$ cat config.mk
export PLATFORM = sky130hd
export DESIGN_NAME = alu_issue_ctrl_flat
export DESIGN_NICKNAME = d
export VERILOG_FILES = /design/src/rtl/alu_issue_ctrl_pkg.sv /design/src/rtl/alu_issue_ctrl_if.sv /design/src/rtl/alu_flag_gen.sv /design/src/rtl/alu_issue_ctrl.sv /design/src/flat_wrapper.sv
export SDC_FILE = /design/constraint.sdc
export NUM_CORES = 1
export LEC_CHECK = 0
export ABC_AREA = 1
export CAP_MARGIN = 20
export CORE_MARGIN = 2
export CORE_UTILIZATION = 44
export CTS_CLUSTER_DIAMETER = 150
export CTS_CLUSTER_SIZE = 10
export DETAILED_ROUTE_END_ITERATION = 10
export HOLD_SLACK_MARGIN = 0.02
export PLACE_DENSITY = 0.79
export SYNTH_ARGS = -nofsm -noshare
export SYNTH_HDL_FRONTEND = slang
export SYNTH_HIERARCHICAL = 1
export SYNTH_SLANG_ARGS = --single-unit
$ cat constraint.sdc
create_clock -name clk -period 1.8 [get_ports clk]
set_input_delay 0.36 -clock clk [delete_from_list [all_inputs] [get_ports clk]]
set_output_delay 0.36 -clock clk [all_outputs]
set_load 0.01 [all_outputs]
$ cat src/rtl/alu_issue_ctrl_pkg.sv
// Shared definitions for the ALU issue controller: opcodes, flag bit
// positions, FSM states and the opcode-to-decode-line helper.
package alu_issue_ctrl_pkg;

   typedef enum logic [2:0] {
      OP_NOP = 3'd0,
      OP_ADD = 3'd1,
      OP_SUB = 3'd2,
      OP_INC = 3'd3,
      OP_DEC = 3'd4,
      OP_AND = 3'd5,
      OP_OR  = 3'd6,
      OP_NOT = 3'd7
   } op_t;

   typedef enum logic [1:0] {
      ST_IDLE  = 2'd0,
      ST_DRIVE = 2'd1,
      ST_HOLD  = 2'd2
   } state_t;

   localparam int FLAG_Z = 0;
   localparam int FLAG_N = 1;
   localparam int FLAG_V = 2;

   function automatic logic [7:0] decode_onehot(input op_t opc);
      return 8'(1) << opc;
   endfunction

endpackage

$ cat src/rtl/alu_issue_ctrl_if.sv
// Request, result and datapath signals of the ALU issue controller.
// Handshake: a transfer happens on a rising edge where valid and ready are both 1;
// the source holds valid and payload stable until then, and ready never depends on
// anything but the receiver's own state.
interface alu_issue_ctrl_if;
   logic       in_valid;
   logic       in_ready;
   logic [2:0] in_opcode;
   logic [7:0] in_op1;
   logic [7:0] in_op2;
   logic [7:0] alu_op1;
   logic [7:0] alu_op2;
   logic [7:0] alu_d;
   logic [7:0] alu_res;
   logic       out_valid;
   logic       out_ready;
   logic [7:0] out_res;
   logic [2:0] out_flags;

   modport master (
      input  in_valid, in_opcode, in_op1, in_op2, alu_res, out_ready,
      output in_ready, alu_op1, alu_op2, alu_d, out_valid, out_res, out_flags
   );

   modport slave (
      output in_valid, in_opcode, in_op1, in_op2, alu_res, out_ready,
      input  in_ready, alu_op1, alu_op2, alu_d, out_valid, out_res, out_flags
   );
endinterface

$ cat src/rtl/alu_flag_gen.sv
// Combinational {V,N,Z} generation from the captured result and the latched
// operands; V uses the effective second operand the adder actually saw.
module alu_flag_gen
   import alu_issue_ctrl_pkg::*;
(
   input  op_t        opcode,
   input  logic [7:0] a,
   input  logic [7:0] op2,
   input  logic [7:0] r,
   output logic [2:0] flags
);

   logic [7:0] b_eff;
   logic       v_en;

   always_comb begin
      b_eff = 8'h00;
      v_en  = 1'b0;
      case (opcode)
         OP_ADD: begin b_eff = op2;   v_en = 1'b1; end
         OP_SUB: begin b_eff = ~op2;  v_en = 1'b1; end
         OP_INC: begin b_eff = 8'h01; v_en = 1'b1; end
         OP_DEC: begin b_eff = 8'hFF; v_en = 1'b1; end
         default: begin b_eff = 8'h00; v_en = 1'b0; end
      endcase
      flags         = 3'b000;
      flags[FLAG_Z] = (r == 8'h00);
      flags[FLAG_N] = r[7];
      flags[FLAG_V] = v_en && (a[7] == b_eff[7]) && (r[7] != a[7]);
   end

endmodule

$ cat src/rtl/alu_issue_ctrl.sv
// Issue controller: accepts an ALU request, drives operands and one-hot decode
// lines for ALU_LAT cycles, then captures the result and flags for the consumer.
module alu_issue_ctrl
   import alu_issue_ctrl_pkg::*;
#(
   parameter int ALU_LAT = 1,
   parameter int CNT_W   = 16
) (
   input  logic             clk,
   input  logic             rst,
   alu_issue_ctrl_if.master bus,
   output logic             busy,
   output logic [CNT_W-1:0] op_count,
   output state_t           state_dbg
);

   state_t           state_q, state_d;
   op_t              opc_q, opc_d;
   logic [7:0]       op1_q, op1_d;
   logic [7:0]       op2_q, op2_d;
   logic [3:0]       lat_q, lat_d;
   logic [7:0]       res_q, res_d;
   logic [2:0]       flags_q, flags_d;
   logic             valid_q, valid_d;
   logic [CNT_W-1:0] cnt_q, cnt_d;
   logic [2:0]       flags_w;

   alu_flag_gen u_flag_gen (
      .opcode (opc_q),
      .a      (op1_q),
      .op2    (op2_q),
      .r      (bus.alu_res),
      .flags  (flags_w)
   );

   always_comb begin
      state_d = state_q;
      opc_d   = opc_q;
      op1_d   = op1_q;
      op2_d   = op2_q;
      lat_d   = lat_q;
      res_d   = res_q;
      flags_d = flags_q;
      valid_d = valid_q;
      cnt_d   = cnt_q;
      case (state_q)
         ST_IDLE: begin
            if (bus.in_valid) begin
               opc_d   = op_t'(bus.in_opcode);
               op1_d   = bus.in_op1;
               op2_d   = bus.in_op2;
               lat_d   = 4'(ALU_LAT - 1);
               state_d = ST_DRIVE;
            end
         end
         ST_DRIVE: begin
            if (lat_q != 4'd0) begin
               lat_d = lat_q - 4'd1;
            end else begin
               res_d   = bus.alu_res;
               flags_d = flags_w;
               valid_d = 1'b1;
               state_d = ST_HOLD;
            end
         end
         ST_HOLD: begin
            if (bus.out_ready) begin
               valid_d = 1'b0;
               cnt_d   = cnt_q + 1'b1;
               state_d = ST_IDLE;
            end
         end
         default: state_d = ST_IDLE;
      endcase
   end

   always_ff @(posedge clk) begin
      if (rst) begin
         state_q <= ST_IDLE;
         opc_q   <= OP_NOP;
         op1_q   <= 8'h00;
         op2_q   <= 8'h00;
         lat_q   <= 4'd0;
         res_q   <= 8'h00;
         flags_q <= 3'b000;
         valid_q <= 1'b0;
         cnt_q   <= '0;
      end else begin
         state_q <= state_d;
         opc_q   <= opc_d;
         op1_q   <= op1_d;
         op2_q   <= op2_d;
         lat_q   <= lat_d;
         res_q   <= res_d;
         flags_q <= flags_d;
         valid_q <= valid_d;
         cnt_q   <= cnt_d;
      end
   end

   // Decode lines are live only in DRIVE so the datapath's enable gating yields 0 elsewhere.
   assign bus.alu_d     = (state_q == ST_DRIVE) ? decode_onehot(opc_q) : 8'h00;
   assign bus.in_ready  = (state_q == ST_IDLE);
   assign bus.alu_op1   = op1_q;
   assign bus.alu_op2   = op2_q;
   assign bus.out_valid = valid_q;
   assign bus.out_res   = res_q;
   assign bus.out_flags = flags_q;
   assign busy          = (state_q != ST_IDLE);
   assign op_count      = cnt_q;
   assign state_dbg     = state_q;

endmodule
$ cat src/flat_wrapper.sv
// flat-port wrapper written by rule: the top's interface ports become plain ports
module alu_issue_ctrl_flat import alu_issue_ctrl_pkg::*;
#(
   parameter int ALU_LAT = 1,
   parameter int CNT_W   = 16
)
  (clk, rst, busy, op_count, state_dbg, bus_in_valid, bus_in_opcode, bus_in_op1, bus_in_op2, bus_alu_res, bus_out_ready, bus_in_ready, bus_alu_op1, bus_alu_op2, bus_alu_d, bus_out_valid, bus_out_res, bus_out_flags);
  alu_issue_ctrl_if bus_i ();
  input  logic clk;
  input  logic rst;
  output logic busy;
  output logic [CNT_W-1:0] op_count;
  output state_t state_dbg;
  input wire logic [$bits(bus_i.in_valid)-1:0] bus_in_valid;
  input wire logic [$bits(bus_i.in_opcode)-1:0] bus_in_opcode;
  input wire logic [$bits(bus_i.in_op1)-1:0] bus_in_op1;
  input wire logic [$bits(bus_i.in_op2)-1:0] bus_in_op2;
  input wire logic [$bits(bus_i.alu_res)-1:0] bus_alu_res;
  input wire logic [$bits(bus_i.out_ready)-1:0] bus_out_ready;
  output wire logic [$bits(bus_i.in_ready)-1:0] bus_in_ready;
  output wire logic [$bits(bus_i.alu_op1)-1:0] bus_alu_op1;
  output wire logic [$bits(bus_i.alu_op2)-1:0] bus_alu_op2;
  output wire logic [$bits(bus_i.alu_d)-1:0] bus_alu_d;
  output wire logic [$bits(bus_i.out_valid)-1:0] bus_out_valid;
  output wire logic [$bits(bus_i.out_res)-1:0] bus_out_res;
  output wire logic [$bits(bus_i.out_flags)-1:0] bus_out_flags;
  assign bus_i.in_valid = bus_in_valid;
  assign bus_i.in_opcode = bus_in_opcode;
  assign bus_i.in_op1 = bus_in_op1;
  assign bus_i.in_op2 = bus_in_op2;
  assign bus_i.alu_res = bus_alu_res;
  assign bus_i.out_ready = bus_out_ready;
  assign bus_in_ready = bus_i.in_ready;
  assign bus_alu_op1 = bus_i.alu_op1;
  assign bus_alu_op2 = bus_i.alu_op2;
  assign bus_alu_d = bus_i.alu_d;
  assign bus_out_valid = bus_i.out_valid;
  assign bus_out_res = bus_i.out_res;
  assign bus_out_flags = bus_i.out_flags;
  alu_issue_ctrl #(.ALU_LAT(ALU_LAT), .CNT_W(CNT_W)) u_core (.clk(clk), .rst(rst), .bus(bus_i), .busy(busy), .op_count(op_count), .state_dbg(state_dbg));
endmodule
==> run_results.csv <==
group,metric,value,unit
outcome,status,"finished clean",
synthesis,synth-edff-count,0,
synthesis,synth_flop_cell,"dfxtp_1",
setup_path,crit_buf_inv,3,
setup_path,endpoint_kind,"primary output",
detailed_routing,avgViaCountPerCell,4.77,
worst_hold_path,hold_depth,2,
clocking,clockBufferDepth,2,
floorplanning,die_x,77.1,microns
placed_design,io_buffer_count,86,
setup_path,path_delay_family,"simple AND/OR/NAND/NOR gates",
grt,grt_pass1_vias,2195,
synthesis,ys_warn_count,6,
detailed_routing,ant_nets,0,
placed_design,hpwl,4.49,mm
setup_path,criticalPathCategory,"flop to primary output",
sta,worst_pin_slew,327,ps
floorplanning,fp.coreArea,5140,sq um
layout,areaGrowthSynthToFinish,44.7,%
floorplanning,rows,26,
clocking,cts.sinks,53,
power,vdd.ir_drop.worst,0.400,mV
sta,maxSlewViolCount,0,
sta,fmax,582,MHz
synthesis,ys_ff_latch,53,
setup_path,worstPathMaxFanout,4,
setup_path,cp_num_cells,6,
synthesis,async_flop_share,0,%
detailed_routing,drt_iter0_drc,105,
worst_hold_path,hold_path_class,"flop to flop",
clocking,path_clk_slew,90,ps
power,p_per_area,773,nW/um^2
detailed_routing,drc,0,
sta,period_needed,1720,ps
layout,final_core_util,66.1,%
setup_path,slowest_stage,"dfxtp_2",
floorplanning,die_h,77.1,microns
sta,slew_headroom,78.0,%
layout,num_antenna_cells,0,
detailed_routing,first_pass_iters,4,
grt,grt_use_total,21.2,%
detailed_routing,vias,2365,
detailed_routing,drt_wl_total,6.05,mm
floorplanning,die_area,5940,sq um
sta,hold_viol,0,
layout,drive_gt1_share,9.62,%
layout,ff_latch_area,1060,sq um
grt,overflow,0,
layout,fillers,488,
clocking,cts_buffers,5,
synthesis,netlist_instances,333,
clocking,postCtsSetupRepairBufs,0,
power,p_leak,0.00139,uW
clocking,cts_htree_levels,2,
layout,nNetsFinal,459,
synthesis,netlist_area,2350,sq um
floorplanning,ios,87,
setup_path,start_kind,"flop",
synthesis,synth_nets,367,
sta,setup_viol,0,
synthesis,yosysSeqAreaShare,45.2,%
clocking,cts_tree,"yes",
setup_path,path_cells,"inv_2 -> nor2_4 -> inv_2 -> or2_4 -> nor2_2 -> clkdlybuf4s15_2",
sta,rsz0062_at_grt,"false",
setup_path,path_common_cell,"inv_2",
layout,multi_input_area,1130,sq um
setup_path,r2r-start,"u_core/op_count[0]",
sta,tns,0,ps
setup_path,r2r_cells,8,
setup_path,crit_required,1440,ps
clocking,clk_latency,300,ps
worst_hold_path,hold_start,"u_core/bus.out_valid",
setup_path,worstPathArrival,1360,ps
floorplanning,initial_core_util,45.7,%
synthesis,avgSynthCellArea,7.05,sq um
placed_design,gp_congestion,0.835,
job,max-cap-violations,0,
grt,grt_max_degree,40,
clocking,clockRootBuffer,"clkbuf_8",
grt,grt_pass1_wl,10.3,mm
synthesis,ys_types,28,
sta,fin_crit_sh,95.4,%
grt,antenna_found_initial,0,
setup_path,slowest_delay,340,ps
sta,finalClockSkew,4.65,ps
detailed_routing,routedWlPerCell,12.2,microns
setup_path,worstSetupStartpoint,"u_core/state_dbg[0]",
==> worst register-to-register path: cells and delay by family, from the launching register on <==
kind,cells,cell delay [ps]
simple gates,7,780
flops,1,410
fa+ha+maj,1,190
==> flip-flops by register name (all words and copies together) (netlist names) <==
| name | flops |
|---|---|
| u_core/bus.alu_op1 | 8 |
| u_core/lat_q | 4 |
| u_core/bus.alu_op2 | 8 |
| u_core/bus.out_flags | 3 |
| u_core/bus.out_res | 8 |
| u_core/op_count | 16 |
| u_core/state_dbg | 2 |
| u_core/opc_q | 3 |
| u_core/bus.out_valid | 1 |
==> cells by family (layout without fill, tap and decap cells) <==
| group | count (synthesis) | count (layout) | synth area share [%] |
|---|---|---|---|
| DFF | 53 | 53 | 45.2 |
| and+or+nand+nor | 185 | 185 | 33.8 |
| buffers and inverters | 39 | 132 | 7.40 |
| adders and majority gates | 3 | 3 | 1.60 |
| AOI/OAI and AO/OA | 49 | 49 | 10.5 |
| xor gates and xnor gates | 4 | 4 | 1.49 |
==> synth_stat cells (4+ instances only) <==
cell type	count	area [sq um]
o21ai_0	22	110
inv_1	22	82.6
nand2_1	48	180
nand3_1	13	65.1
o21ai_1	11	55.1
nor2_2	4	25.0
a21oi_1	15	75.1
nand4_1	5	31.3
dfxtp_1	53	1060
clkbuf_1	4	15.0
inv_2	5	18.8
nor2_1	102	383
==> path summary, 6_finish.rpt <==
| kind | end | slack [ps] |
|---|---|---|
| worst max-delay path | bus_alu_d[0] | 80 |
| worst min-delay path | u_core/bus.out_valid | 480 |
| worst max register to register | u_core/op_count[12] | 320 |
| worst min register to register | u_core/bus.out_valid | 480 |
==> per-stage QoR <==
stage / worst slack, ps / std cells / power [uW] / hold WS (ps) / area (sq um)
final: 82.1 / 496 / 2630 / 476 / 3400
after global routing: 0.473 / 496 / 2790 / 509 / 3400
after global placement: -12.0 / 488 / 2010 / 462 / 3320
after floorplan: 285 / 333 / 1680 / 429 / 2350
after detailed placement: -38.9 / 488 / 2030 / 461 / 3320
after CTS: 26.7 / 496 / 2660 / 477 / 3400
==> cells in the final DEF (no fill, tap or decap), types with 2 or more instances in the layout <==
cell,synthesis,layout
a21oi_1,15,15
buf_2,3,2
buf_4,2,9
clkbuf_1,4,3
clkbuf_8,0,5
clkdlybuf4s15_2,0,2
clkdlybuf4s50_1,0,75
dfxtp_1,53,52
dlygate4sd2_1,0,4
ha_1,3,3
inv_1,22,22
inv_2,5,5
nand2_1,48,48
nand2_2,3,3
nand3_1,13,13
nand4_1,5,5
nor2_1,102,101
nor2_2,4,3
nor2_4,1,3
nor3_1,3,3
nor3_2,2,2
o21ai_0,22,22
o21ai_1,11,11
xor2_1,3,3
==> area by class of cell <==
class,count,share of cell area (%)
Clock buffer,8,2.36
Inverter,28,3.13
Multi-Input combinational cell,241,33.2
Sequential cell,53,31.3
Tap cell,70,2.58
Timing Repair Buffer,96,27.5
==> metal layers <==
layer	vias to the layer above	GRT usage, %	wire, microns
met4	0	5.89	50
met5	-	0	0
met3	2	4.24	337
met1	1063	27.3	2720
li1	1237	-	-
met2	63	36.1	2940
==> what timing repair did <==
action                     CTS  global route
hold buffers                 0             0
gates resized for setup     21             8
pin swaps                    0             0
setup endpoints to repair   10             8
==> report_power, final <==
part           internal (uW)  switching [uW]  leakage, uW
logic                    335             332     0.000913
registers               1270            60.4     0.000434
clock network            277             351    0.0000395
Power figures use the tool's default switching activity.
==> patch, RTL diff (config.mk and constraints unchanged) <==
Take the reset off `res_q` and load it in a clocked block of its own.
--- a/src/rtl/alu_issue_ctrl.sv
+++ b/src/rtl/alu_issue_ctrl.sv
@@ -82,5 +82,4 @@
          op2_q   <= 8'h00;
          lat_q   <= 4'd0;
-         res_q   <= 8'h00;
          flags_q <= 3'b000;
          valid_q <= 1'b0;
@@ -92,9 +91,12 @@
          op2_q   <= op2_d;
          lat_q   <= lat_d;
-         res_q   <= res_d;
          flags_q <= flags_d;
          valid_q <= valid_d;
          cnt_q   <= cnt_d;
       end
+   end
+
+   always_ff @(posedge clk) begin
+      res_q <= res_d;
    end
 
Behaviour: differs if rst is asserted again (counterexample within 4 cycles, from zero or initial values and one cycle with rst high); with rst held inactive, the same outputs for 10 cycles.
==> patch against the unedited design <==
- synthesized area fell by 1.5%
- final cell count decreased by 2.8%
- worst setup slack better by 0.0049 ns
- cell area decreased by 0.81%
- total power increased by 5.7%
- wire length fell by 7.2%
- clock skew grew 0.0025 ns
- sequential share of layout area rose by 2.6 points
- sequential cell count unchanged
==> patch: results (changes against the unedited design) <==
hold depth -> 1 (-1)
met3 usage -> 0.04265 (+0.0003011)
largest net degree at the start of global routing -> 31 (-23%)
final worst slack -> 0.08701 ns (+0.004877 ns)
slowest cell on the critical path -> clkdlybuf4s50_1
CP Capture Point -> state_dbg[1]
Netlist cell types -> 26 (-7.1%)
Worst Hold End -> u_core/lat_q[0]
metal2 WL -> 2.707 mm (-8.0%)
hold_sp -> u_core/lat_q[0]
sequential element share of the synthesized area -> 0.4935 (+0.04172)
relative slew slack -> 0.4472 (-0.3333)
CP peak stage delay -> 0.55 ns (+0.21 ns)
Flop pwr share -> 0.489 (-0.018)
worst vdd ir -> 0.0005096 V (+27%)
syn_area_per_cell -> 7.294 um^2 (+3.4%)
first-pass GRT wire length -> 9.411 mm (-8.5%)
largest cells by area after synthesis -> dfxtp_1 (39%), nor2_1 (14%), edfxtp_1 (10%), nand2_1 (8.6%), inv_1 (5.5%)
drt total wl -> 5.610 mm (-7.2%)
CP startpoint -> u_core/state_dbg[1]
met1 Resource Use GR -> 0.2365 (-0.03680)
share of layout cells above drive strength 1 -> 0.09223 (-0.004011)
WL met1 -> 2.549 mm (-6.2%)
critical path's top delay family -> buffers and inverters
Clk pwr share -> 0.286 (+0.047)
sw power -> 0.0007385 W (-0.58%)
WHS -> 0.4565 ns (-0.01913 ns)
Synth Area in Compound Gates -> 0.09416 (-0.01133)
GRT met2 Usage -> 0.3389 (-0.02247)
Post-Synth XOR/XNOR Area -> 0.003788 (-0.01113)
WL met3 -> 296 um (-12%)
overall track demand over capacity in global routing -> 0.1955 (-0.01667)
status -> finished clean
Inst Count DP -> 474 (-2.9%)
routed vias/inst -> 4.778 (+0.21%)
## patch: changes by cell type after synthesis, moves of 3 or more
| cell | unedited run | this run |
|---|---|---|
| nor2_1 | 102 | 88 |
| inv_1 | 22 | 34 |
| o21ai_1 | 11 | 1 |
| dfxtp_1 | 53 | 45 |
| edfxtp_1 | 0 | 8 |
| nand2_1 | 48 | 53 |
| inv_2 | 5 | 1 |
| buf_2 | 3 | 0 |
| nand3_1 | 13 | 16 |
| nor2_2 | 4 | 1 |
| o21ai_0 | 22 | 25 |
## patch: area by class of cell
class / instances / area (um^2) / area share
inverter: 35 / 131.4 / 0.03898
tap: 70 / 87.58 / 0.02598
multi-input combinational: 220 / 1005 / 0.2981
clock buffer: 6 / 72.57 / 0.02153
timing repair buffer: 96 / 893.4 / 0.2650
sequential: 53 / 1142 / 0.3389
clock inverter: 2 / 38.79 / 0.01151
## patch: timing repair
action / CTS / global route
hold buffers: 0 / 0
resized for setup: 27 / 10
setup endpoints to repair: 10 / 7
